$ cat config.mk
export PLATFORM = sky130hd
export DESIGN_NAME = instr_encoder
export DESIGN_NICKNAME = d
export VERILOG_FILES = /design/src/rtl/instr_encoder.sv
export SDC_FILE = /design/constraint.sdc
export NUM_CORES = 1
export LEC_CHECK = 0
export ABC_AREA = 0
export CAP_MARGIN = 20
export CORE_MARGIN = 2
export CORE_UTILIZATION = 50
export DETAILED_ROUTE_END_ITERATION = 10
export GPL_ROUTABILITY_DRIVEN = 0
export HOLD_SLACK_MARGIN = 0.08
export PLACE_DENSITY = 0.81
export SYNTH_ARGS = -nofsm -noshare
export SYNTH_HDL_FRONTEND = slang
export SYNTH_SLANG_ARGS = --single-unit
$ cat constraint.sdc
create_clock -name clk -period 2.5 [get_ports clk]
set_clock_uncertainty 0.05 [all_clocks]
set_input_delay 0.25 -clock clk [delete_from_list [all_inputs] [get_ports clk]]
set_output_delay 0.25 -clock clk [all_outputs]
set_load 0.1 [all_outputs]
$ cat src/rtl/instr_encoder.sv
// instr_encoder: assembles one RV32I instruction word from separate fields and
// tags it with a sequential word address. The tagged stream is intended for
// writing a program image into instruction memory.
//
// Ports:
//   clk, rst      clock; synchronous active-high reset
//   restart       reloads the address counter to BASE_ADDR and clears err_cnt
//   in_*          field bundle with a valid/ready handshake
//   out_*         encoded word, its word address and error flag (valid/ready)
//   err_cnt       saturating count of illegal bundles
//
// An illegal bundle is replaced by the canonical NOP (addi x0,x0,0), flagged
// with out_err, and still consumes an address.
module instr_encoder #(
  parameter int unsigned ADDR_W    = 10,
  parameter int unsigned BASE_ADDR = 0
) (
  input  logic              clk,
  input  logic              rst,
  input  logic              restart,
  input  logic              in_valid,
  output logic              in_ready,
  input  logic [6:0]        in_opcode,
  input  logic [4:0]        in_rd,
  input  logic [4:0]        in_rs1,
  input  logic [4:0]        in_rs2,
  input  logic [2:0]        in_f3,
  input  logic [6:0]        in_f7,
  input  logic [31:0]       in_imm,
  output logic              out_valid,
  input  logic              out_ready,
  output logic [31:0]       out_instr,
  output logic [ADDR_W-1:0] out_addr,
  output logic              out_err,
  output logic [7:0]        err_cnt
);

  localparam logic [ADDR_W-1:0] Base = ADDR_W'(BASE_ADDR);
  localparam logic [31:0]       Nop  = 32'h0000_0013;

  localparam logic [6:0] OpReg    = 7'b0110011;
  localparam logic [6:0] OpLoad   = 7'b0000011;
  localparam logic [6:0] OpJalr   = 7'b1100111;
  localparam logic [6:0] OpImm    = 7'b0010011;
  localparam logic [6:0] OpStore  = 7'b0100011;
  localparam logic [6:0] OpBranch = 7'b1100011;
  localparam logic [6:0] OpJal    = 7'b1101111;
  localparam logic [6:0] OpLui    = 7'b0110111;
  localparam logic [6:0] OpAuipc  = 7'b0010111;

  logic [31:0] enc_word;
  logic        legal;
  logic        fits_s12, fits_s13, fits_s21;

  // A value fits in N signed bits when bits [31:N-1] are all equal.
  assign fits_s12 = (in_imm[31:11] == '0) || (in_imm[31:11] == '1);
  assign fits_s13 = (in_imm[31:12] == '0) || (in_imm[31:12] == '1);
  assign fits_s21 = (in_imm[31:20] == '0) || (in_imm[31:20] == '1);

  always_comb begin
    enc_word = Nop;
    legal    = 1'b0;
    case (in_opcode)
      OpReg: begin
        legal    = 1'b1;
        enc_word = {in_f7, in_rs2, in_rs1, in_f3, in_rd, in_opcode};
      end
      OpLoad, OpJalr: begin
        legal    = fits_s12;
        enc_word = {in_imm[11:0], in_rs1, in_f3, in_rd, in_opcode};
      end
      OpImm: begin
        if (in_f3 == 3'b001 || in_f3 == 3'b101) begin
          // srai is the only shift that may carry funct7 = 0100000
          legal    = (in_imm[31:5] == '0) &&
                     ((in_f7 == 7'b0000000) || (in_f7 == 7'b0100000 && in_f3 == 3'b101));
          enc_word = {in_f7, in_imm[4:0], in_rs1, in_f3, in_rd, in_opcode};
        end else begin
          legal    = fits_s12;
          enc_word = {in_imm[11:0], in_rs1, in_f3, in_rd, in_opcode};
        end
      end
      OpStore: begin
        legal    = fits_s12;
        enc_word = {in_imm[11:5], in_rs2, in_rs1, in_f3, in_imm[4:0], in_opcode};
      end
      OpBranch: begin
        legal    = fits_s13 && !in_imm[0];
        enc_word = {in_imm[12], in_imm[10:5], in_rs2, in_rs1, in_f3, in_imm[4:1], in_imm[11],
                    in_opcode};
      end
      OpJal: begin
        legal    = fits_s21 && !in_imm[0];
        enc_word = {in_imm[20], in_imm[10:1], in_imm[11], in_imm[19:12], in_rd, in_opcode};
      end
      OpLui, OpAuipc: begin
        legal    = (in_imm[11:0] == '0);
        enc_word = {in_imm[31:12], in_rd, in_opcode};
      end
      default: begin
        legal    = 1'b0;
        enc_word = Nop;
      end
    endcase
    if (!legal) enc_word = Nop;
  end

  // Two-entry FIFO: the head entry drives the outputs directly, so they hold
  // while stalled.
  logic [1:0]        cnt_q;
  logic [31:0]       tail_instr_q;
  logic [ADDR_W-1:0] tail_addr_q;
  logic              tail_err_q;
  logic [ADDR_W-1:0] addr_q;
  logic              push, pop;

  assign in_ready  = (cnt_q != 2'd2);
  assign out_valid = (cnt_q != 2'd0);
  assign push      = in_valid && in_ready;
  assign pop       = out_valid && out_ready;

  always_ff @(posedge clk) begin
    if (rst) begin
      cnt_q        <= 2'd0;
      out_instr    <= 32'h0;
      out_addr     <= Base;
      out_err      <= 1'b0;
      tail_instr_q <= 32'h0;
      tail_addr_q  <= Base;
      tail_err_q   <= 1'b0;
      addr_q       <= Base;
      err_cnt      <= 8'd0;
    end else begin
      // Full buffer refuses pushes, so the tail-to-head move never collides.
      if (pop && cnt_q == 2'd2) begin
        out_instr <= tail_instr_q;
        out_addr  <= tail_addr_q;
        out_err   <= tail_err_q;
      end
      if (push) begin
        if (cnt_q == 2'd0 || pop) begin
          out_instr <= enc_word;
          out_addr  <= addr_q;
          out_err   <= !legal;
        end else begin
          tail_instr_q <= enc_word;
          tail_addr_q  <= addr_q;
          tail_err_q   <= !legal;
        end
      end
      cnt_q <= cnt_q + 2'(push) - 2'(pop);

      // restart overrides both the increment and the error count
      if (restart) begin
        addr_q  <= Base;
        err_cnt <= 8'd0;
      end else if (push) begin
        addr_q <= addr_q + 1'b1;
        if (!legal && err_cnt != 8'hFF) err_cnt <= err_cnt + 8'd1;
      end
    end
  end

endmodule

; ---- Word-level counts from Yosys, hierarchy flattened
; Index checks and enable logic that the tools add are counted.
[totals]
n_memories = 0
reg_bits = 106
word_cells = 76
latch_bits = 0
rom_bits = 0
mem_bits_rw = 0
in_bits = 69
output_inout_bits = 53
[op_classes]
n_eq_ne = 18
n_div = 0
magnitude_cmp = 0
multipliers = 0
reduce_logical = 30
mux = 14
n_bitwise = 1
n_addsub = 4
n_shift = 0
[op_table]
columns = op, count
row1 = 32-bit one-hot mux with 7 select lines, 1
row2 = 32-bit two-way mux, 5
row3 = 10-bit two-way mux, 3
row4 = "7-bit by 6-bit equality test with 1-bit output, second input constant", 4
row5 = 27-bit logical NOT, 1
row6 = 12-bit logical NOT, 2
row7 = "21-bit equality test, second input constant", 1
row8 = "7-bit equality test, second input constant", 3
row9 = 21-bit logical NOT, 1
row10 = "20-bit equality test, second input constant", 1
row11 = 20-bit logical NOT, 1
row12 = "7-bit by 5-bit equality test with 1-bit output, second input constant", 2
row13 = "12-bit equality test, second input constant", 1
row14 = "10-bit by 1-bit adder with 10-bit output, second input constant", 1
row15 = "8-bit by 1-bit adder with 8-bit output, second input constant", 1
row16 = 1-bit logical AND, 8
row17 = "8-bit inequality test, second input constant", 1
row18 = "7-bit by 2-bit equality test with 1-bit output, second input constant", 1
row19 = 7-bit logical NOT, 1
row20 = 1-bit logical OR, 6
row21 = 1-bit one-hot mux with 6 select lines, 1
row22 = 2-bit OR reduction, 3
row23 = 1-bit two-way mux, 4
row24 = 2-bit AND reduction, 2
row25 = 11 further kinds, 12

; ---- Longest topological paths before layout
[depth]
depth_word = 9
depth_mapped = 11
mapped_depth_nobuf = 9

; ---- Least setup slack after synthesis
; OpenSTA, ideal clock, no wires.
[synth_path]
path_type = reg-to-reg
startpoint = register cnt_q[0]
endpoint = register cnt_q[1]
period_less_slack_ns = 2.713
n_path_buf = 1
arrival_ns = 2.536
required_time_ns = 2.322
path_stages_with_launch = 11
setup_ns = 0.128
setup_slack_ns = -0.213
path_cell_list = dfxtp_1 nand2b_1 and2_1 clkbuf_1 inv_1 ha_1 inv_1 ha_1 xor2_1 xnor2_1 nor2_1
[synth_via]
elab_chain_cells = 4
[synth_lines]
columns = element, line
row1 = from (decl), 110  ; logic [1:0] cnt_q;
row2 = from (signal assigned), 151  ; cnt_q <= cnt_q + 2'(push) - 2'(pop);
row3 = 2-bit inequality test, 117  ; assign in_ready = (cnt_q != 2'd2);
row4 = named net in_ready, 22  ; output logic in_ready,
row5 = 1-bit logical AND, 119  ; assign push = in_valid && in_ready;
row6 = 2-bit by 1-bit adder with 2-bit output, 151
row7 = 2-bit by 1-bit subtractor with 2-bit output, 151
; The timed path passes the listed nets, and every way through them passes these cells.
; A chain may end at the register's enable or synchronous reset.

; ---- Worst setup path after layout
[layout_path]
startpoint = input port in_imm[23]
endpoint = register tail_instr_q[3]
[layout_via]
elab_chain_cells = 5
[layout_lines]
columns = element, line
row1 = from (decl), 29  ; input logic [31:0] in_imm,
row2 = "21-bit equality test, or another cell as far along", 56  ; assign fits_s12 = (in_imm[31:11] == '0) || (in_imm[31:11] == '1);
row3 = "1-bit logical OR, or another cell as far along", 56
row4 = "1-bit two-way mux, or another cell as far along", 73  ; if (in_f3 == 3'b001 || in_f3 == 3'b101) begin
row5 = 1-bit one-hot mux with 6 select lines (*), 63  ; case (in_opcode)
row6 = 32-bit two-way mux (*), 105  ; if (!legal) enc_word = Nop;
row7 = to (signal assigned), 146  ; tail_instr_q <= enc_word;
row8 = to (decl), 111  ; logic [31:0] tail_instr_q;
; Every way passes the cells marked *; elsewhere a longest branch is shown, timed or not.

==> results_dict.tcl <==
set metrics [dict create \
    dr.pass1.iters 6 \
    areaGrowthSynthToFinish_pct 35.1 \
    num_io_pins 122 \
    post-route-period-util 0.974 \
    dpl.cell_count 847 \
    stdcell_area_um2 6770 \
    p_leak_nw 2.83 \
    finalHoldViolCount 0 \
    synth_seq_cells 106 \
    crit_required_ps 2750 \
    vias 4988 \
    p_seq_frac 0.398 \
    grt.total_usage 0.262 \
    clockRootBuffer "clkbuf_8" \
    power_density_nw_per_um2 697 \
    grt_max_degree 37 \
    synth_area_um2 5010 \
    drv_cap 0 \
    die_w_um 104 \
    slew_viol_final 0 \
    htreeDepth 3 \
    synth_nets 645 \
    drcViolationCount 0 \
    post_cts_resized 0 \
    fin_crit_ps 2430 \
    path_clk_slew_ps 100 \
    hpwl_um 10800 \
    port_buffers 121 \
    clockBufferDepth 2 \
    ys_warn_count 0 \
    wl_per_cell_um 16.7 \
    grt_pass1_wl_um 23200 \
    syn_inst 572 \
    switchingPower_w 0.00194 \
    dr.max_layer_used "met4" \
    synth.distinct_cells 52 \
    core_um2 9730 \
    stdcell_count 863 \
    final_cell_mix "114 x buf_4, 106 x dfxtp_1, 75 x nand2_1" \
    vdd_drop_max_uv 419 \
    run_status "completed" \
    hold_path.class "flip-flop to flip-flop" \
    async_flop_share 0 \
    dieHeight_um 104 \
    ff2ff_setup_slack_ps 650 \
    power_frac_comb 0.366 \
    critPathCaptureType "flip-flop" \
    switching_share 0.411 \
    drtIter0Drc 469 \
    power_frac_clock 0.236 \
    setup_slack_ps 65.9 \
    cts_tree "yes" \
    cts_setup_buffers 0 \
    n_antenna_cell 0 \
    antenna_found_initial 0 \
    dominantRegCellSynth "dfxtp_1" \
    ys_seq_area_frac 0.424 \
    grt_pass1_vias 4779 \
    layout_commonest_cell "buf_4" \
    start_util 0.515 \
    die_area_um2 10800 \
    drive_above_1_share 0.233 \
    wirelength_um 14400 \
    clock_latency_ps 380 \
    intPower_w 0.00278 \
    wl_met2_um 7030 \
    pre_cts_slack_ps -276 \
    cts.sinks 106 \
    rows 36 \
    setup_violations 0 \
    drtAntennaViolNets 0 \
    viasPerCell 5.78 \
    fin_nets 798 \
    path_class "primary input to flip-flop" \
    grt.overflow.total 0 \
    worstMarginPinSlew_ps 515 \
    place_area_um2 6530 \
    cts_made_buffers 9 \
    timing.fmax_ghz 0.411 \
    dr_wl_met3_um 850 \
    synth_edf_count 0 \
    avgSynthCellArea_um2 8.76 \
    cp_max_fo 14 \
    critical_path_arrival_ps 2690 \
    worstSetupStartpointType "primary input" \
    slew_headroom 0.656 \
    hold_buffers 0 \
    wl_met1_um 6090 \
]
-- flip-flops by register name, summed over array words and instances (netlist names), 2 cells and up --
register	flops
addr_q	10
tail_instr_q	32
err_cnt	8
tail_addr_q	10
out_instr	32
out_addr	10
cnt_q	2
-- synthesized netlist by cell type (12+ instances only) --
library cell  instances  share of area
a22oi_1              12          0.018
nor2_1               49          0.037
o22ai_1              19          0.024
nand3_1              13          0.013
mux2i_1              43          0.086
dfxtp_1             106           0.42
nand2_1              75          0.056
a211oi_1             17          0.025
a21oi_1              26          0.026
o21ai_2              20          0.035
o21ai_0              20          0.020
clkbuf_1             21          0.016
-- power by group through the flow --
| stage | logic [W] | registers (W) | clock network (W) |
|---|---|---|---|
| 6_report | 0.00172 | 0.00188 | 0.00111 |
| 4_1_cts | 0.00172 | 0.00188 | 0.00114 |
| 3_5_place_dp | 0.00171 | 0.00192 | 0 |
| 5_1_grt | 0.00180 | 0.00189 | 0.00121 |
| 2_1_floorplan | 0.000553 | 0.00259 | 0 |
| 3_3_place_gp | 0.00169 | 0.00191 | 0 |
-- cells by family (layout without fill, tap and decap cells) --
| family | count (synthesis) | count (layout) | share of synthesized area |
|---|---|---|---|
| adders and majority gates | 4 | 4 | 0.00999 |
| muxes | 46 | 46 | 0.0927 |
| DFF | 106 | 106 | 0.424 |
| AOI/OAI and AO/OA | 147 | 147 | 0.205 |
| and+or+nand+nor | 210 | 210 | 0.200 |
| buffers and inverters | 50 | 208 | 0.0525 |
| xor gates and xnor gates | 9 | 9 | 0.0157 |
-- metal layers --
layer  global-route usage  vias to the layer above
li1                     -                     2379
met1                0.328                     2361
met2                0.453                      202
met3               0.0370                       46
met4                0.107                        0
met5                    0                        -
-- layout make-up --
cell class	count	area, um^2
Fill cell	789	2960
Multi-Input combinational cell	416	2660
Sequential cell	106	2120
Timing Repair Buffer	184	1580
Tap cell	133	166
Clock buffer	9	124
Clock inverter	7	86.3
Inverter	8	30.0
-- final timing paths --
check,start,to,cells after the start
max,in_imm[23],tail_instr_q[3]$_SDFFE_PP0P_,9
max reg2reg,cnt_q[0]$_SDFF_PP0_,tail_instr_q[3]$_SDFFE_PP0P_,5
min,tail_addr_q[2]$_SDFFE_PP0P_,tail_addr_q[2]$_SDFFE_PP0P_,2
min reg2reg,tail_addr_q[2]$_SDFFE_PP0P_,tail_addr_q[2]$_SDFFE_PP0P_,2
-- worst max-delay path: stages --
cell	delay, ps
clkdlybuf4s50_1	440
nor4_1	410
nand3_2	180
nor3_1	250
o21ai_0	170
and3_1	240
or3_1	330
buf_4	220
o21ai_0	190
-- per-stage QoR --
step                      total power (W)   util  hold slack, ps  TNS (ps)
final                             0.00471  0.696             412         0
after global routing              0.00490  0.696             428     -60.8
after global placement            0.00360  0.671             383     -3520
after CTS                         0.00473  0.693             413         0
after floorplan                   0.00314      -             371         0
after detailed placement          0.00363  0.671             390     -9720
Note: power is estimated with default switching activity, not from simulation.
